**src/rtl/stopwatch_pkg.sv**
```systemverilog
// Shared definitions for the stopwatch control block: state codes and defaults.
package stopwatch_pkg;

  typedef enum logic [1:0] {
    ST_IDLE  = 2'b00,
    ST_RUN   = 2'b01,
    ST_PAUSE = 2'b10,
    ST_LAP   = 2'b11
  } state_e;

  localparam int DEF_TICK_HZ = 100;

  // True in the states where the counter chain advances.
  function automatic logic is_counting(input state_e s);
    return (s == ST_RUN) || (s == ST_LAP);
  endfunction

endpackage

```
**src/rtl/stopwatch_if.sv**
```systemverilog
// Button-in / control-out bundle between the stopwatch controller and its neighbours.
interface stopwatch_if;
  logic       btn_ss;       // debounced start/stop level
  logic       btn_lap;      // debounced lap/clear level
  logic       tick_en;      // 100 Hz count enable
  logic       cnt_clr;      // counter chain clear
  logic       lap_cap;      // lap register capture
  logic       disp_frozen;  // display shows lap register
  logic [1:0] state;        // current state code

  modport master (
    output btn_ss, btn_lap,
    input  tick_en, cnt_clr, lap_cap, disp_frozen, state
  );

  modport slave (
    input  btn_ss, btn_lap,
    output tick_en, cnt_clr, lap_cap, disp_frozen, state
  );
endinterface

```
**src/rtl/press_detect.sv**
```systemverilog
// Rising-edge detector for a debounced button level. The history register
// resets to 1 so a button already held when reset releases is not a press.
module press_detect (
  input  logic clk,
  input  logic rst,
  input  logic i_btn,
  output logic o_press
);

  logic r_prev;

  // Track the previous button level.
  // NOTE: sequential state uses non-blocking (<=) so every register samples pre-edge values.
  always_ff @(posedge clk) begin
    if (rst) r_prev <= 1'b1;
    else     r_prev <= i_btn;
  end

  assign o_press = i_btn & ~r_prev;

endmodule

```
**src/rtl/stopwatch_ctrl.sv**
```systemverilog
// Stopwatch control FSM: start/stop, lap capture, clear-by-long-press while
// paused, plus the free-running prescaler that makes the count enable.
module stopwatch_ctrl
  import stopwatch_pkg::*;
#(
  parameter int CLK_HZ     = 50_000_000,
  parameter int TICK_HZ    = DEF_TICK_HZ,
  parameter int LONG_TICKS = 200
) (
  input  logic         clk,
  input  logic         rst,
  stopwatch_if.slave   bus
);

  localparam int DIV = CLK_HZ / TICK_HZ;
  localparam int PW  = (DIV > 1) ? $clog2(DIV) : 1;
  localparam int HW  = $clog2(LONG_TICKS + 1);

  logic          w_ss_press;
  logic          w_lap_press;
  logic          w_wrap;
  logic          w_reload;
  logic          w_long_done;
  logic          w_lap_cap;
  state_e        w_state_nxt;

  state_e        r_state;
  logic [PW-1:0] r_presc;
  logic [HW-1:0] r_hold;
  logic          r_tick_en;
  logic          r_cnt_clr;
  logic          r_lap_cap;
  logic          r_disp_frozen;

  press_detect u_ss_press (
    .clk     (clk),
    .rst     (rst),
    .i_btn   (bus.btn_ss),
    .o_press (w_ss_press)
  );

  press_detect u_lap_press (
    .clk     (clk),
    .rst     (rst),
    .i_btn   (bus.btn_lap),
    .o_press (w_lap_press)
  );

  assign w_wrap   = (r_presc == PW'(DIV - 1));
  assign w_reload = (r_state == ST_IDLE) && w_ss_press;
  // Start/stop always takes priority, so a coincident lap press is dropped.
  assign w_lap_cap = is_counting(r_state) && w_lap_press && !w_ss_press;

  // Next-state decision; start/stop beats lap and beats long-press completion.
  // NOTE: every always_comb output gets a default first so no latch is inferred.
  always_comb begin
    w_state_nxt = r_state;
    w_long_done = 1'b0;
    case (r_state)
      ST_IDLE: begin
        if (w_ss_press) w_state_nxt = ST_RUN;
      end
      ST_RUN, ST_LAP: begin
        if (w_ss_press)       w_state_nxt = ST_PAUSE;
        else if (w_lap_press) w_state_nxt = ST_LAP;
      end
      ST_PAUSE: begin
        if (w_ss_press) begin
          w_state_nxt = ST_RUN;
        end else if (w_wrap && bus.btn_lap && (r_hold == HW'(LONG_TICKS - 1))) begin
          w_state_nxt = ST_IDLE;
          w_long_done = 1'b1;
        end
      end
      default: w_state_nxt = ST_IDLE;
    endcase
  end

  // State, prescaler, hold counter and registered outputs.
  always_ff @(posedge clk) begin
    if (rst) begin
      r_state       <= ST_IDLE;
      r_presc       <= '0;
      r_hold        <= '0;
      r_tick_en     <= 1'b0;
      r_cnt_clr     <= 1'b0;
      r_lap_cap     <= 1'b0;
      r_disp_frozen <= 1'b0;
    end else begin
      r_state <= w_state_nxt;

      // Restart the centisecond phase only on a fresh start from IDLE.
      if (w_reload || w_wrap) r_presc <= '0;
      else                    r_presc <= r_presc + 1'b1;

      r_tick_en     <= w_wrap && !w_reload && is_counting(w_state_nxt);
      r_cnt_clr     <= w_long_done;
      r_lap_cap     <= w_lap_cap;
      r_disp_frozen <= (w_state_nxt == ST_LAP);

      // Count consecutive wraps with lap held while paused; any break restarts it.
      if ((w_state_nxt != ST_PAUSE) || !bus.btn_lap)
        r_hold <= '0;
      else if (w_wrap && (r_state == ST_PAUSE) && (r_hold < HW'(LONG_TICKS)))
        r_hold <= r_hold + 1'b1;
    end
  end

  assign bus.tick_en     = r_tick_en;
  assign bus.cnt_clr     = r_cnt_clr;
  assign bus.lap_cap     = r_lap_cap;
  assign bus.disp_frozen = r_disp_frozen;
  assign bus.state       = r_state;

endmodule

```
**src/flat_wrapper.sv**
```systemverilog
// flat-port wrapper written by rule: the top's interface ports become plain ports
module stopwatch_ctrl_flat import stopwatch_pkg::*;
#(
  parameter int CLK_HZ     = 50_000_000,
  parameter int TICK_HZ    = DEF_TICK_HZ,
  parameter int LONG_TICKS = 200
)
  (clk, rst, bus_btn_ss, bus_btn_lap, bus_tick_en, bus_cnt_clr, bus_lap_cap, bus_disp_frozen, bus_state);
  stopwatch_if bus_i ();
  input  logic clk;
  input  logic rst;
  input wire logic [$bits(bus_i.btn_ss)-1:0] bus_btn_ss;
  input wire logic [$bits(bus_i.btn_lap)-1:0] bus_btn_lap;
  output wire logic [$bits(bus_i.tick_en)-1:0] bus_tick_en;
  output wire logic [$bits(bus_i.cnt_clr)-1:0] bus_cnt_clr;
  output wire logic [$bits(bus_i.lap_cap)-1:0] bus_lap_cap;
  output wire logic [$bits(bus_i.disp_frozen)-1:0] bus_disp_frozen;
  output wire logic [$bits(bus_i.state)-1:0] bus_state;
  assign bus_i.btn_ss = bus_btn_ss;
  assign bus_i.btn_lap = bus_btn_lap;
  assign bus_tick_en = bus_i.tick_en;
  assign bus_cnt_clr = bus_i.cnt_clr;
  assign bus_lap_cap = bus_i.lap_cap;
  assign bus_disp_frozen = bus_i.disp_frozen;
  assign bus_state = bus_i.state;
  stopwatch_ctrl #(.CLK_HZ(CLK_HZ), .TICK_HZ(TICK_HZ), .LONG_TICKS(LONG_TICKS)) u_core (.clk(clk), .rst(rst), .bus(bus_i));
endmodule
```
**config.mk**
```make
export PLATFORM = sky130hd
export DESIGN_NAME = stopwatch_ctrl_flat
export DESIGN_NICKNAME = d
export VERILOG_FILES = /design/src/rtl/stopwatch_pkg.sv /design/src/rtl/stopwatch_if.sv /design/src/rtl/press_detect.sv /design/src/rtl/stopwatch_ctrl.sv /design/src/flat_wrapper.sv
export SDC_FILE = /design/constraint.sdc
export NUM_CORES = 1
export LEC_CHECK = 0
export ABC_AREA = 0
export BUFFER_PORTS_ARGS = -buffer_cell sky130_fd_sc_hd__buf_2
export CAP_MARGIN = 10
export CORE_ASPECT_RATIO = 0.5
export CORE_MARGIN = 2
export CORE_UTILIZATION = 35
export DETAILED_ROUTE_END_ITERATION = 16
export GPL_TIMING_DRIVEN = 0
export PLACE_DENSITY_LB_ADDON = 0.05
export SYNTH_ARGS = -nofsm -noshare
export SYNTH_HDL_FRONTEND = slang
export SYNTH_SLANG_ARGS = --single-unit
```
**constraint.sdc**
```tcl
create_clock -name clk -period 5.2 [get_ports clk]
set_input_delay 0.52 -clock clk [delete_from_list [all_inputs] [get_ports clk]]
set_output_delay 0.52 -clock clk [all_outputs]
set_load 0.005 [all_outputs]
```
== After elaboration in Yosys (flattened, before gate mapping) ==
Cells that the tools add are included.
Widths: inputs -> output; s select.

* $add $sub $neg: 2
* Order comparisons: 1
* Equal/unequal tests: 8
* Mux-type cells: 7
* Bitwise operators: 5
* Reduce and logical (&&, ||, !) cells: 21

{| class="wikitable"
|+ Operator list
! kind !! number
|-
| $add 19x1->19 const B || 1
|-
| $eq 19x19->1 const B || 1
|-
| $mux 2 || 5
|-
| $logic_and 1x1->1 || 9
|-
| $add 8x1->8 const B || 1
|-
| $eq 8x8->1 const B || 1
|-
| $lt 8x8->1 const B || 1
|-
| $eq 2x2->1 const B || 3
|-
| $pmux 2 s3 || 1
|-
| $reduce_or 2->1 || 3
|-
| $eq 2x1->1 const B || 2
|-
| $logic_or 1x1->1 || 4
|-
| $logic_not 1->1 || 3
|-
| $not 1->1 || 3
|-
| $reduce_or 3->1 || 1
|-
| $and 1x1->1 || 2
|-
| $logic_not 2->1 || 1
|-
| $ne 2x2->1 const B || 1
|-
| $mux 1 || 1
|}

* Register bits: 35
* Bits of input ports: 4
* Output and inout bits: 6
* Word-level logic and storage cells: 53

== Logic depth before layout (Yosys ltp) ==
Gate-level depths: netlist of the first run.

* Word-level depth: 9
* Mapped depth: 7
* Mapped depth without buffers: 6

== Cells and area by module ==
Synthesis of the first run repeated with hierarchy kept, for this count alone.

* Cells, all modules: 183
* Area total of the unflattened synthesis: 1592.8 µm²

{| class="wikitable"
|+ Modules (own cells, without submodules)
! module !! instances !! cells each !! area an instance (µm²) !! seq. area each (µm²)
|-
| stopwatch_ctrl || 1 || 177 || 1527.7 || 660.6
|-
| press_detect || 2 || 3 || 32.5 || 20.0
|}

== Worst setup path before layout of the first run ==
OpenSTA, ideal clock, no wires.

* Path kind: register to register
* From: register u_core.r_presc[12]
* To: register u_core.r_hold[7]
* Library setup time: 0.115 ns
* Arrival: 1.816 ns
* Data required time: 5.085 ns
* Path slack: 3.269 ns
* Cell stages (with the launch flop): 6
* Buffers on the path: 0
* Period minus slack after synthesis: 1.931 ns
* Cells stage by stage: dfxtp_1 > or4b_4 > nor4_4 > nand3b_2 > a41oi_4 > o21ba_2

* Longest elaborated chain between the ends: 9
* Elaborated cells between the ends (all ways): 11
* Those cells by class: eq/ne (2); mux (3); reduce/logical (6)

{| class="wikitable"
|+ RTL lines
! item !! line !! text
|-
| start: declaration || stopwatch_ctrl.sv:28 || <nowiki>logic [PW-1:0] r_presc;</nowiki>
|-
| start signal: assignment || stopwatch_ctrl.sv:94 || <nowiki>else r_presc <= r_presc + 1'b1;</nowiki>
|-
| $eq 19x19->1 * || stopwatch_ctrl.sv:49 || <nowiki>assign w_wrap = (r_presc == PW'(DIV - 1));</nowiki>
|-
| $logic_and 1x1->1 (2 in a row) || stopwatch_ctrl.sv:70 || <nowiki>end else if (w_wrap && bus.btn_lap && (r_hold == HW'(LONG_TICKS - 1))) begin</nowiki>
|-
| $mux 2 || stopwatch_ctrl.sv:70 ||
|-
| $mux 2 || stopwatch_ctrl.sv:68 || <nowiki>if (w_ss_press) begin</nowiki>
|-
| $pmux 2 s3 || stopwatch_ctrl.sv:59 || <nowiki>case (r_state)</nowiki>
|-
| $ne 2x2->1 || stopwatch_ctrl.sv:102 || <nowiki>if ((w_state_nxt != ST_PAUSE) || !bus.btn_lap)</nowiki>
|-
| $logic_or 1x1->1 || stopwatch_ctrl.sv:102 ||
|-
| $reduce_or 2->1 (no source line) || - ||
|-
| end signal: assignment || stopwatch_ctrl.sv:105 || <nowiki>r_hold <= r_hold + 1'b1;</nowiki>
|-
| end: declaration || stopwatch_ctrl.sv:29 || <nowiki>logic [HW-1:0] r_hold;</nowiki>
|}

Mark *: on every way between the ends. The rest lies on a longest branch, timed or not.
A chain may end at the register's enable or synchronous reset.

== Final worst setup path of the first run ==
* From: register u_core.r_presc[6]
* To: register u_core.r_presc[16]

* Longest elaborated chain between the ends: 3
* Elaborated cells between the ends (all ways): 4
* Those cells by class: add/sub (1); eq/ne (1); reduce/logical (2)

{| class="wikitable"
|+ RTL lines
! item
|-
| branches (longest 3 deep; another with $add 19x1->19)
|}

Parallel ways; which one is timed is not known.

==> flow_summary.ini, run 1 <==
[outcome]
outcome = finished, final reports clean

[sta]
max_slew_margin_pct = 54.1
period_minus_slack_ps = 2140
worst_pin_slew_ps = 683
slew_violations = 0
setup_viol = 0
finalHoldViolCount = 0
tns_ps = 0
rsz0062_at_grt = no
max_freq_mhz = 467
finalCritPeriodShare_pct = 41.2
finClkSkew_ps = 2.90

[worst_hold_path]
hold_start = bus_btn_ss
holdPathStages = 2
holdPathEnd = u_core.u_ss_press.r_prev
hold_class = input pin to register

[route]
vias_per_cell = 4.84
vias = 1191
finalWirelength_um = 2920
drt-wirelength-per-cell_um = 11.8
route.detailed.drc = 0
ant_nets = 0
drtIter0Drc = 13
drtPass1Iterations = 4

[setup_path]
rrSetupSlack_ps = 3060
r2r_end = u_core.r_presc[16]
cpMostUsedCell = nor2_1
worstRegToRegCells = 6
cp.required_ps = 5350
crit_type = register to register
cp_data_arrival_time_ps = 2300
cp.buffers_inverters = 1
path_cells = or4b_4 > nor2_1 > nand3_1 > nand2_1 > clkbuf_1 > nor2_1
r2r_start = u_core.r_presc[6]
cp_max_fo = 10
end_kind = register
startpoint_type = register
max_stage_delay_ps = 570
cp_top_family = simple AND/OR/NAND/NOR gates
cp_slowest_cell = or4b_4

[clock_network]
clkSinkCount = 35
postCtsSetupBuffers = 0
ctsHtreeMaxLevel = 2
cts_root_buf = clkbuf_8
hold_buffers = 0
cts_resized = 0
clockBufferDepth = 2
clock_latency_ps = 280
cts_buffers = 5
cts_tree = built
clk_pin_slew_ps = 70

[job]
max_cap_viol_count = 0

[logic_synthesis]
yosys_warnings = 0
synth-seq-cells = 35
syn-num-nets = 178
syn_inst = 172
postSynthAreaPerCell_um2 = 9.15
seq_area_frac_synth_pct = 44.5
ys_types = 34
synth_area_um2 = 1570

[global_route]
grtUsageTotal_pct = 12.7
grt-ovfl-total = 0
grt_pass1_vias = 1105
grt_max_degree = 11
grt_pass1_wl_um = 5040
antenna_found_initial = 0

[power]
irDropWorstVdd_mv = 0.0950
p_leak_uw = 0.000641
power_density_nw_per_um2 = 283

[floorplanning]
core.rowCount = 17
io_pins = 10
start_util_pct = 36.1
core_area_um2 = 4360
die_area_um2 = 5080
die_w_um = 98.8
dieHeight_um = 51.4

[placed_design]
dp_hpwl_um = 2110
gp_congestion = 0.716
portBuffers = 9

[layout]
synthToLayoutAreaGrowth_pct = 13.8
final_common_cell = dfxtp_1
antenna_cells = 0
final_util_pct = 41.1
nNetsFinal = 194
final_cell_mix = 35 x dfxtp_1, 32 x nor2_1, 15 x xor2_1
final_layout_size_suffix_gt1_share_pct = 15.9
==> final cells by class <==
type,count,area [um^2]
flip-flops and latches,35,701
inverters,5,18.8
multi-input cells,131,851
fillers,447,2570
plain buffers,1,3.75
clock buffers,8,100
repair buffers,9,45.0
well taps,57,71.3
==> flip-flops by register name, summed over array words and instances, names as in the netlist <==
name,cells
u_core.r_presc,19
u_core.r_hold,8
u_core.bus.state,2
u_core.bus.cnt_clr,1
u_core.bus.disp_frozen,1
u_core.bus.lap_cap,1
u_core.bus.tick_en,1
u_core.u_lap_press.r_prev,1
u_core.u_ss_press.r_prev,1
==> per-stage QoR <==
step | cell area, um^2 | instances | power (uW) | hold slack, ps | setup slack [ps]
CTS | 1790 | 246 | 514 | 441 | 3000
global route | 1790 | 246 | 527 | 454 | 2840
floorplan | 1570 | 172 | 290 | 430 | 3270
global placement | 1690 | 238 | 296 | 447 | 3050
detailed placement | 1690 | 238 | 296 | 449 | 3000
finish | 1790 | 246 | 506 | 453 | 3060
==> cells in the mapped netlist <==
cell type	count	area [um^2]
dfxtp_1	35	701
nor2_1	32	120
xor2_1	15	131
nand3_1	14	70.1
nand2_1	10	37.5
a21oi_1	6	30.0
nand4_1	6	37.5
inv_1	5	18.8
xnor2_1	5	43.8
nor3_1	4	20.0
o21ai_0	4	20.0
or3_1	4	25.0
nand2b_1	3	18.8
or2_2	3	18.8
and3_1	2	12.5
and4_1	2	17.5
ha_1	2	25.0
nor2b_1	2	12.5
nor4_1	2	12.5
or4b_4	2	27.5
a21oi_2	1	8.76
a311oi_1	1	8.76
a311oi_4	1	26.3
a41oi_4	1	27.5
and2_1	1	6.26
and4_2	1	10.0
clkbuf_1	1	3.75
mux2i_1	1	10.0
nand2_2	1	6.26
nand3b_2	1	11.3
nand4bb_2	1	16.3
nor4_4	1	21.3
o21a_1	1	7.51
o21ba_2	1	10.0
==> power by group <==
| group | total [uW] | switching [uW] | internal, uW | leakage [uW] |
|---|---|---|---|---|
| Clock | 216 | 94.8 | 121 | 0.0000515 |
| Combinational | 16.0 | 10.2 | 5.77 | 0.000306 |
| Sequential | 274 | 2.88 | 271 | 0.000283 |
==> cells by family (layout without fill, tap and decap cells) <==
family                     Yosys count  after routing  share of synthesized area (%)
buffers and inverters                6             23                           1.43
muxes                                1              1                          0.636
and+or+nand+nor                     92             92                           31.9
AOI/OAI and AO/OA                   16             16                           8.82
DFF                                 35             35                           44.5
xor gates and xnor gates            20             20                           11.1
adders and majority gates            2              2                           1.59
==> worst register-to-register path, cell delays in order, from the launching register on <==
cell and delay [ps]:
dfxtp_1 360, or4b_4 570, nor2_1 160, nand3_1 120
nand2_1 300, clkbuf_1 420, nor2_1 100
==> layer usage <==
layer | GRT usage (%) | part of all wire [%] | vias to the layer above
met1 | 17.2 | 57 | 546
met3 | 4.65 | 3.2 | 5
met5 | 0 | 0 | -
met4 | 4.79 | 1.3 | 0
met2 | 18.4 | 38 | 9
li1 | - | - | 631
==> how the worst max path moves through the flow <==
stage / startpoint / to / slack [ps] / depth (start not counted)
after global routing: u_core.r_presc[6] / u_core.r_presc[14] / 2840 / 6
after detailed placement: u_core.r_presc[6] / u_core.r_presc[12] / 3000 / 6
after global placement: u_core.r_presc[6] / u_core.r_presc[16] / 3050 / 6
after CTS: u_core.r_presc[6] / u_core.r_presc[12] / 3000 / 6
final: u_core.r_presc[6] / u_core.r_presc[16] / 3060 / 6
after floorplan: u_core.r_presc[12] / u_core.r_hold[7] / 3270 / 5
(Power assumes the default switching activity.)
==> run 2: changes to the inputs <==
==> constraint.sdc (replaced) <==
create_clock -name clk -period 1.8 [get_ports clk]
set_input_delay 0.18 -clock clk [delete_from_list [all_inputs] [get_ports clk]]
set_output_delay 0.18 -clock clk [all_outputs]
set_load 0.005 [all_outputs]
==> run 2 against run 1 <==
Compared with the run above: non-clock buffer count is 12 higher; via count up 4.8%; largest cell class unchanged; the run now ends with negative setup slack left; combinational power rose to 3.3 times the previous value; cell area increased by 8.6%; sequential share of layout area decreased by 2.6 points; critical path type unchanged; clock skew is 1.6 ps higher; wire length rose by 8.7%; sequential power increased to 2.9 times the previous value; total power rose to 2.8 times the previous value; setup slack lost 3200 ps.
==> flow_summary.ini, run 2 (same netlist as run 1, synthesis figures left out) <==
[outcome]
violations = negative setup slack
outcome = complete, but fails checks

[clock_network]
ctsHtreeMaxLevel = 2
clkSinkCount = 35
cts_root_buf = clkbuf_8
clk_pin_slew_ps = 70
cts_buffers = 5
clock_latency_ps = 290
cts_tree = built
clockBufferDepth = 2
hold_buffers = 0

[placed_design]
gp_congestion = 0.674
portBuffers = 9
dp_slack_ps = -368
place_area_um2 = 1700
dp_hpwl_um = 2160

[floorplanning]
start_util_pct = 36.1
die_w_um = 98.8
die_area_um2 = 5080
io_pins = 10
core.rowCount = 17
core_area_um2 = 4360
dieHeight_um = 51.4

[sta]
rsz0062_at_grt = yes
finalCritPeriodShare_pct = 106
max_slew_margin_pct = 70.9
finClkSkew_ps = 4.51
worst_pin_slew_ps = 432
slew_violations = 0
setup_viol = 8
period_minus_slack_ps = 1900
finalHoldViolCount = 0
postLayoutSetupSlackWorst_ps = -103
max_freq_mhz = 525

[layout]
design_area_um2 = 1940
largest_reg_flops = 19
final_layout_size_suffix_gt1_share_pct = 28.0
synthToLayoutAreaGrowth_pct = 23.5
final_common_cell = nor2_1
antenna_cells = 0
nFillCells = 448
nNetsFinal = 206
final_cell_mix = 31 x nor2_1, 30 x dfxtp_1, 15 x xor2_1
top_register = u_core.r_presc

[power]
irDropWorstVdd_mv = 0.293
p_sw_uw = 316
swShare_pct = 22.2
intPower_uw = 1100
p_leak_uw = 0.000739
p_total_uw = 1420
p_clk_share_pct = 40.6
power_density_nw_per_um2 = 730
combPwrFrac_pct = 3.7
power_frac_seq_pct = 55.7

[global_route]
grtUsageTotal_pct = 13.6
grt_pass1_wl_um = 5290
grt_pass1_vias = 1137
grt_max_degree = 11
antenna_found_initial = 0
grt-ovfl-total = 0

[route]
finalWirelength_um = 3170
drt-wirelength-per-cell_um = 12.3
vias_per_cell = 4.86
route.detailed.drc = 0
drtIter0Drc = 31
vias = 1248
drtPass1Iterations = 4
ant_nets = 0

[setup_path]
cp_max_fo = 3
cp_data_arrival_time_ps = 2130
cp_slowest_cell = or4b_4
end_kind = register
startpoint_type = register
crit_type = register to register
max_stage_delay_ps = 550
path_cells = or4b_4 > a311oi_4 > nand3_2 > or3_4 > a21oi_2
cp.required_ps = 2030

[job]
max_cap_viol_count = 0

[worst_hold_path]
hold_class = input pin to register
-- run 2: cell types whose count changed in the layout (fill, tap and decap cells not counted), sizes merged --
cell / previous run / this run
buf: 9 / 21
clkbuf: 9 / 7
clkinv: 0 / 1
-- run 2: metal layers --
metal,global-route usage (%),wire length [um],vias to the layer above
met5,0,0,-
li1,-,-,651
met4,6.16,42,0
met2,18.8,1300,15
met3,5.06,121,5
met1,18.7,1710,577
-- run 2: cell type report --
cell class | count | area, um^2 | share of cell area (%)
multi-input combinational | 131 | 903 | 46.5
sequential | 35 | 709 | 36.5
inverter | 5 | 18.8 | 0.965
clock inverter | 1 | 5.00 | 0.257
clock buffer | 6 | 82.6 | 4.25
buffer | 1 | 7.51 | 0.386
timing repair buffer | 21 | 146 | 7.53
tap | 57 | 71.3 | 3.67
-- run 2: what timing repair did --
action	in CTS	in global routing
pin swaps	7	10
buffers inserted	8	4
hold endpoints to repair	0	0
resized for setup	12	8
setup endpoints to repair	20	20
-- run 2: worst max-delay path, delay by kind of cell, from the launching register on --
family / cells / cell delay, ps
AOI/OAI and AO/OA: 2 / 460
and+or+nand+nor: 3 / 1050
DFF: 1 / 350
-- run 2: path summary, 6_finish.rpt --
| path | from | endpoint | slack, ps | cells past startpoint |
|---|---|---|---|---|
| worst max-delay path | u_core.r_presc[6] | u_core.r_hold[6] | -100 | 5 |
| worst max register to register | u_core.r_presc[6] | u_core.r_hold[6] | -100 | 5 |
| worst min-delay path | bus_btn_ss | u_core.u_ss_press.r_prev | 120 | 2 |
| worst min register to register | u_core.r_presc[0] | u_core.r_presc[0] | 470 | 1 |
-- run 2: through the flow --
| step | cells | TNS [ps] | util [%] | hold slack (ps) |
|---|---|---|---|---|
| after CTS | 253 | -1070 | 43.2 | 107 |
| after global placement | 238 | -5290 | 38.9 | 404 |
| after global routing | 257 | -1280 | 44.6 | 110 |
| final | 257 | -579 | 44.6 | 115 |
| after floorplan | 172 | -34.5 | - | 256 |
| after detailed placement | 238 | -5590 | 38.9 | 410 |
-- run 2: power by group through the flow --
stage | Sequential [uW] | Combinational, uW | Clock (uW)
6_report | 791 | 52.6 | 576
5_1_grt | 792 | 60.5 | 633
4_1_cts | 792 | 52.8 | 596
3_5_place_dp | 810 | 46.5 | 0
3_3_place_gp | 810 | 46.2 | 0
2_1_floorplan | 808 | 29.8 | 0
==> run 3: changes to the inputs <==
--- a/config.mk
+++ b/config.mk
@@ -5,7 +5,7 @@
 export SDC_FILE = /design/constraint.sdc
 export NUM_CORES = 1
 export LEC_CHECK = 0
-export ABC_AREA = 0
+export ABC_AREA = 1
 export BUFFER_PORTS_ARGS = -buffer_cell sky130_fd_sc_hd__buf_2
 export CAP_MARGIN = 10
 export CORE_ASPECT_RATIO = 0.5
==> run 3 against run 2 <==
Compared with the run above: the run now ends clean; register-to-register slack better by 220 ps; critical endpoint is now u_core.r_presc[12]; non-clock buffer count down 10; cell area grew 8.8%; setup slack improved by 220 ps; worst hold slack worse by 22 ps; die area rose by 17%; largest cell class unchanged; utilization down 2.5 points; sequential power is 0.6% higher; clock power is 11% higher; final cell count increased by 43%; maximum frequency rose by 13%; critical path type unchanged; synthesized area increased by 18%.
==> flow_summary.ini, run 3 <==
[global_route]
grt-ovfl-total = 0
grtUsageTotal_pct = 14.1
grt_max_degree = 11
antenna_found_initial = 0
grt_pass1_wl_um = 6690
grt_pass1_vias = 1504

[floorplanning]
dieHeight_um = 55.5
start_util_pct = 36.9
core_area_um2 = 5020
die_w_um = 107
core.rowCount = 18
io_pins = 10
die_area_um2 = 5940

[placed_design]
gp_congestion = 0.860
place_area_um2 = 1990
portBuffers = 9
dp_slack_ps = -19.0
dp_hpwl_um = 2900

[logic_synthesis]
synth_common_cells = 74 x nand2_1, 50 x nor2_1, 39 x inv_1
seq_area_frac_synth_pct = 37.8
synth_async_sr_flop_share_pct = 0
synth_edf_count = 0
syn-num-nets = 287
synth-seq-cells = 35
ys_types = 27
postSynthAreaPerCell_um2 = 6.60
synth_top_cell_area_share_pct = 37.8
synth_top_flop_cell = dfxtp_1
synth.most_common_cell = nand2_1
syn_inst = 281
synth_area_leaders = dfxtp_1 38%, nand2_1 15%, nor2_1 10%
yosys_warnings = 0
synth_area_um2 = 1860
yosysTopAreaCell = dfxtp_1

[route]
drt-wirelength-per-cell_um = 10.5
vias_per_cell = 4.50
ant_nets = 0
route.detailed.drc = 0
vias = 1657
finalWirelength_um = 3870
drtPass1Iterations = 4
drtIter0Drc = 28

[sta]
period_minus_slack_ps = 1680
finalCritPeriodShare_pct = 93.5
tns_ps = 0
max_freq_mhz = 594
finalHoldViolCount = 0
setup_viol = 0
worst_pin_slew_ps = 411
finClkSkew_ps = 9.96
postLayoutSetupSlackWorst_ps = 117
slew_violations = 0
max_slew_margin_pct = 72.6

[setup_path]
startpoint_type = register
max_stage_delay_ps = 380
cp.required_ps = 1980
cp_slowest_cell = dfxtp_4
cp.depth = 10
path_cells = ha_4 > nand2_1 > nor2_2 > nand3_2 > nor2_4 > buf_6 > inv_4 > nand2_8 > buf_6 > nor2_1
crit_type = register to register
startpoint = u_core.r_presc[0]
cp.buffers_inverters = 3
cp_top_family = simple AND/OR/NAND/NOR gates
crit_path_end = u_core.r_presc[12]
end_kind = register
r2r_start = u_core.r_presc[0]
cp_max_fo = 10
cp_data_arrival_time_ps = 1870
rrSetupSlack_ps = 120
worstRegToRegCells = 10
r2r_end = u_core.r_presc[12]
cpMostUsedCell = buf_6

[clock_network]
clk_pin_slew_ps = 70
cts_root_buf = clkbuf_8
clockBufferDepth = 2
clock_latency_ps = 290
clkSinkCount = 35
ctsHtreeMaxLevel = 2
cts_tree = built
cts_buffers = 5

[worst_hold_path]
holdPathStages = 3
hold_class = input pin to register

[layout]
nFillCells = 540
largest_reg_flops = 19
antenna_cells = 0
synthToLayoutAreaGrowth_pct = 14.0
multi_input_area_um2 = 990
final_layout_size_suffix_gt1_share_pct = 13.8
final_cell_mix = 74 x nand2_1, 50 x nor2_1, 39 x inv_1
nNetsFinal = 303
design_area_um2 = 2120
final_common_cell = nand2_1
regArea_um2 = 706
top_register = u_core.r_presc

[outcome]
outcome = finished, final reports clean

[power]
irDropWorstVdd_mv = 0.259
p_total_uw = 1490
p_leak_uw = 0.000816
power_density_nw_per_um2 = 705

[job]
max_cap_viol_count = 0
==> run 3: cell types whose count changed after synthesis, sizes merged, moves of 4 or more <==
cell	change
nor3	+13
nand2	+68
or3	-4
xor2	-10
nor2	+24
inv	+37
nand3	+6
==> run 3: cell families (layout without fill, tap and decap cells) <==
family,count (synthesis),count (layout),share of synthesized area [%]
AND/OR/NAND/NOR,183,183,44.6
XOR/XNOR,7,7,3.30
buffers and inverters,45,62,10.1
AO/OA/AOI/OAI,9,9,2.83
flip-flops,35,35,37.8
adder cells (fa/ha/maj),2,2,1.35
==> run 3: area by class of cell <==
cell class              instances  area share, %
repair buffers                  9           2.13
well taps                      70           4.14
inverters                      42           7.57
flip-flops and latches         35           33.4
plain buffers                   3           1.30
clock buffers                   8           4.73
multi-input cells             201           46.8
==> run 3: stage by stage <==
| stage | utilization [%] | instances | hold slack [ps] |
|---|---|---|---|
| after floorplan | - | 281 | 252 |
| after global placement | 39.6 | 360 | 379 |
| after detailed placement | 39.6 | 360 | 389 |
| after CTS | 41.7 | 368 | 88.7 |
| after global routing | 42.1 | 368 | 108 |
| final | 42.1 | 368 | 93.7 |
==> run 3: worst min-delay path by stage <==
stage / from / end / slack, ps
2_1_floorplan: rst / u_core.bus.state[1] / 250
3_3_place_gp: bus_btn_ss / u_core.u_ss_press.r_prev / 380
3_5_place_dp: bus_btn_ss / u_core.u_ss_press.r_prev / 390
4_1_cts: bus_btn_ss / u_core.u_ss_press.r_prev / 90
5_1_grt: bus_btn_ss / u_core.u_ss_press.r_prev / 110
6_report: bus_btn_ss / u_core.u_ss_press.r_prev / 90
==> run 3: worst register-to-register path, delay by kind of cell, from the launching register on <==
family                     cells  cell delay, ps
adders and majority gates      1             160
and+or+nand+nor                6             670
DFF                            1             380
buffers and inverters          3             380
==> run 3: where the power goes <==
| group | internal [uW] | switching, uW | leakage (uW) | total, uW |
|---|---|---|---|---|
| registers | 785 | 11.0 | 0.000284 | 796 |
| clock network | 350 | 288 | 0.0000515 | 638 |
| logic | 22.0 | 36.4 | 0.000480 | 58.5 |
| total | 1160 | 336 | 0.000816 | 1490 |
==> run 3: what timing repair did <==
| item | 4_1_cts | 5_1_grt |
|---|---|---|
| pin swaps | 0 | 2 |
| gates resized for setup | 2 | 5 |
| buffers inserted | 0 | 0 |
| hold buffers | 0 | 0 |
| endpoints found under the setup margin | 10 | 21 |
==> run 3: layer usage <==
layer | routed length [um] | vias up | GRT usage, % | part of all wire, %
li1 | - | 904 | - | -
met1 | 2110 | 725 | 20.2 | 54
met2 | 1570 | 22 | 20.5 | 41
met3 | 160 | 6 | 4.25 | 4.1
met4 | 34 | 0 | 4.08 | 0.88
met5 | 0 | - | 0 | 0
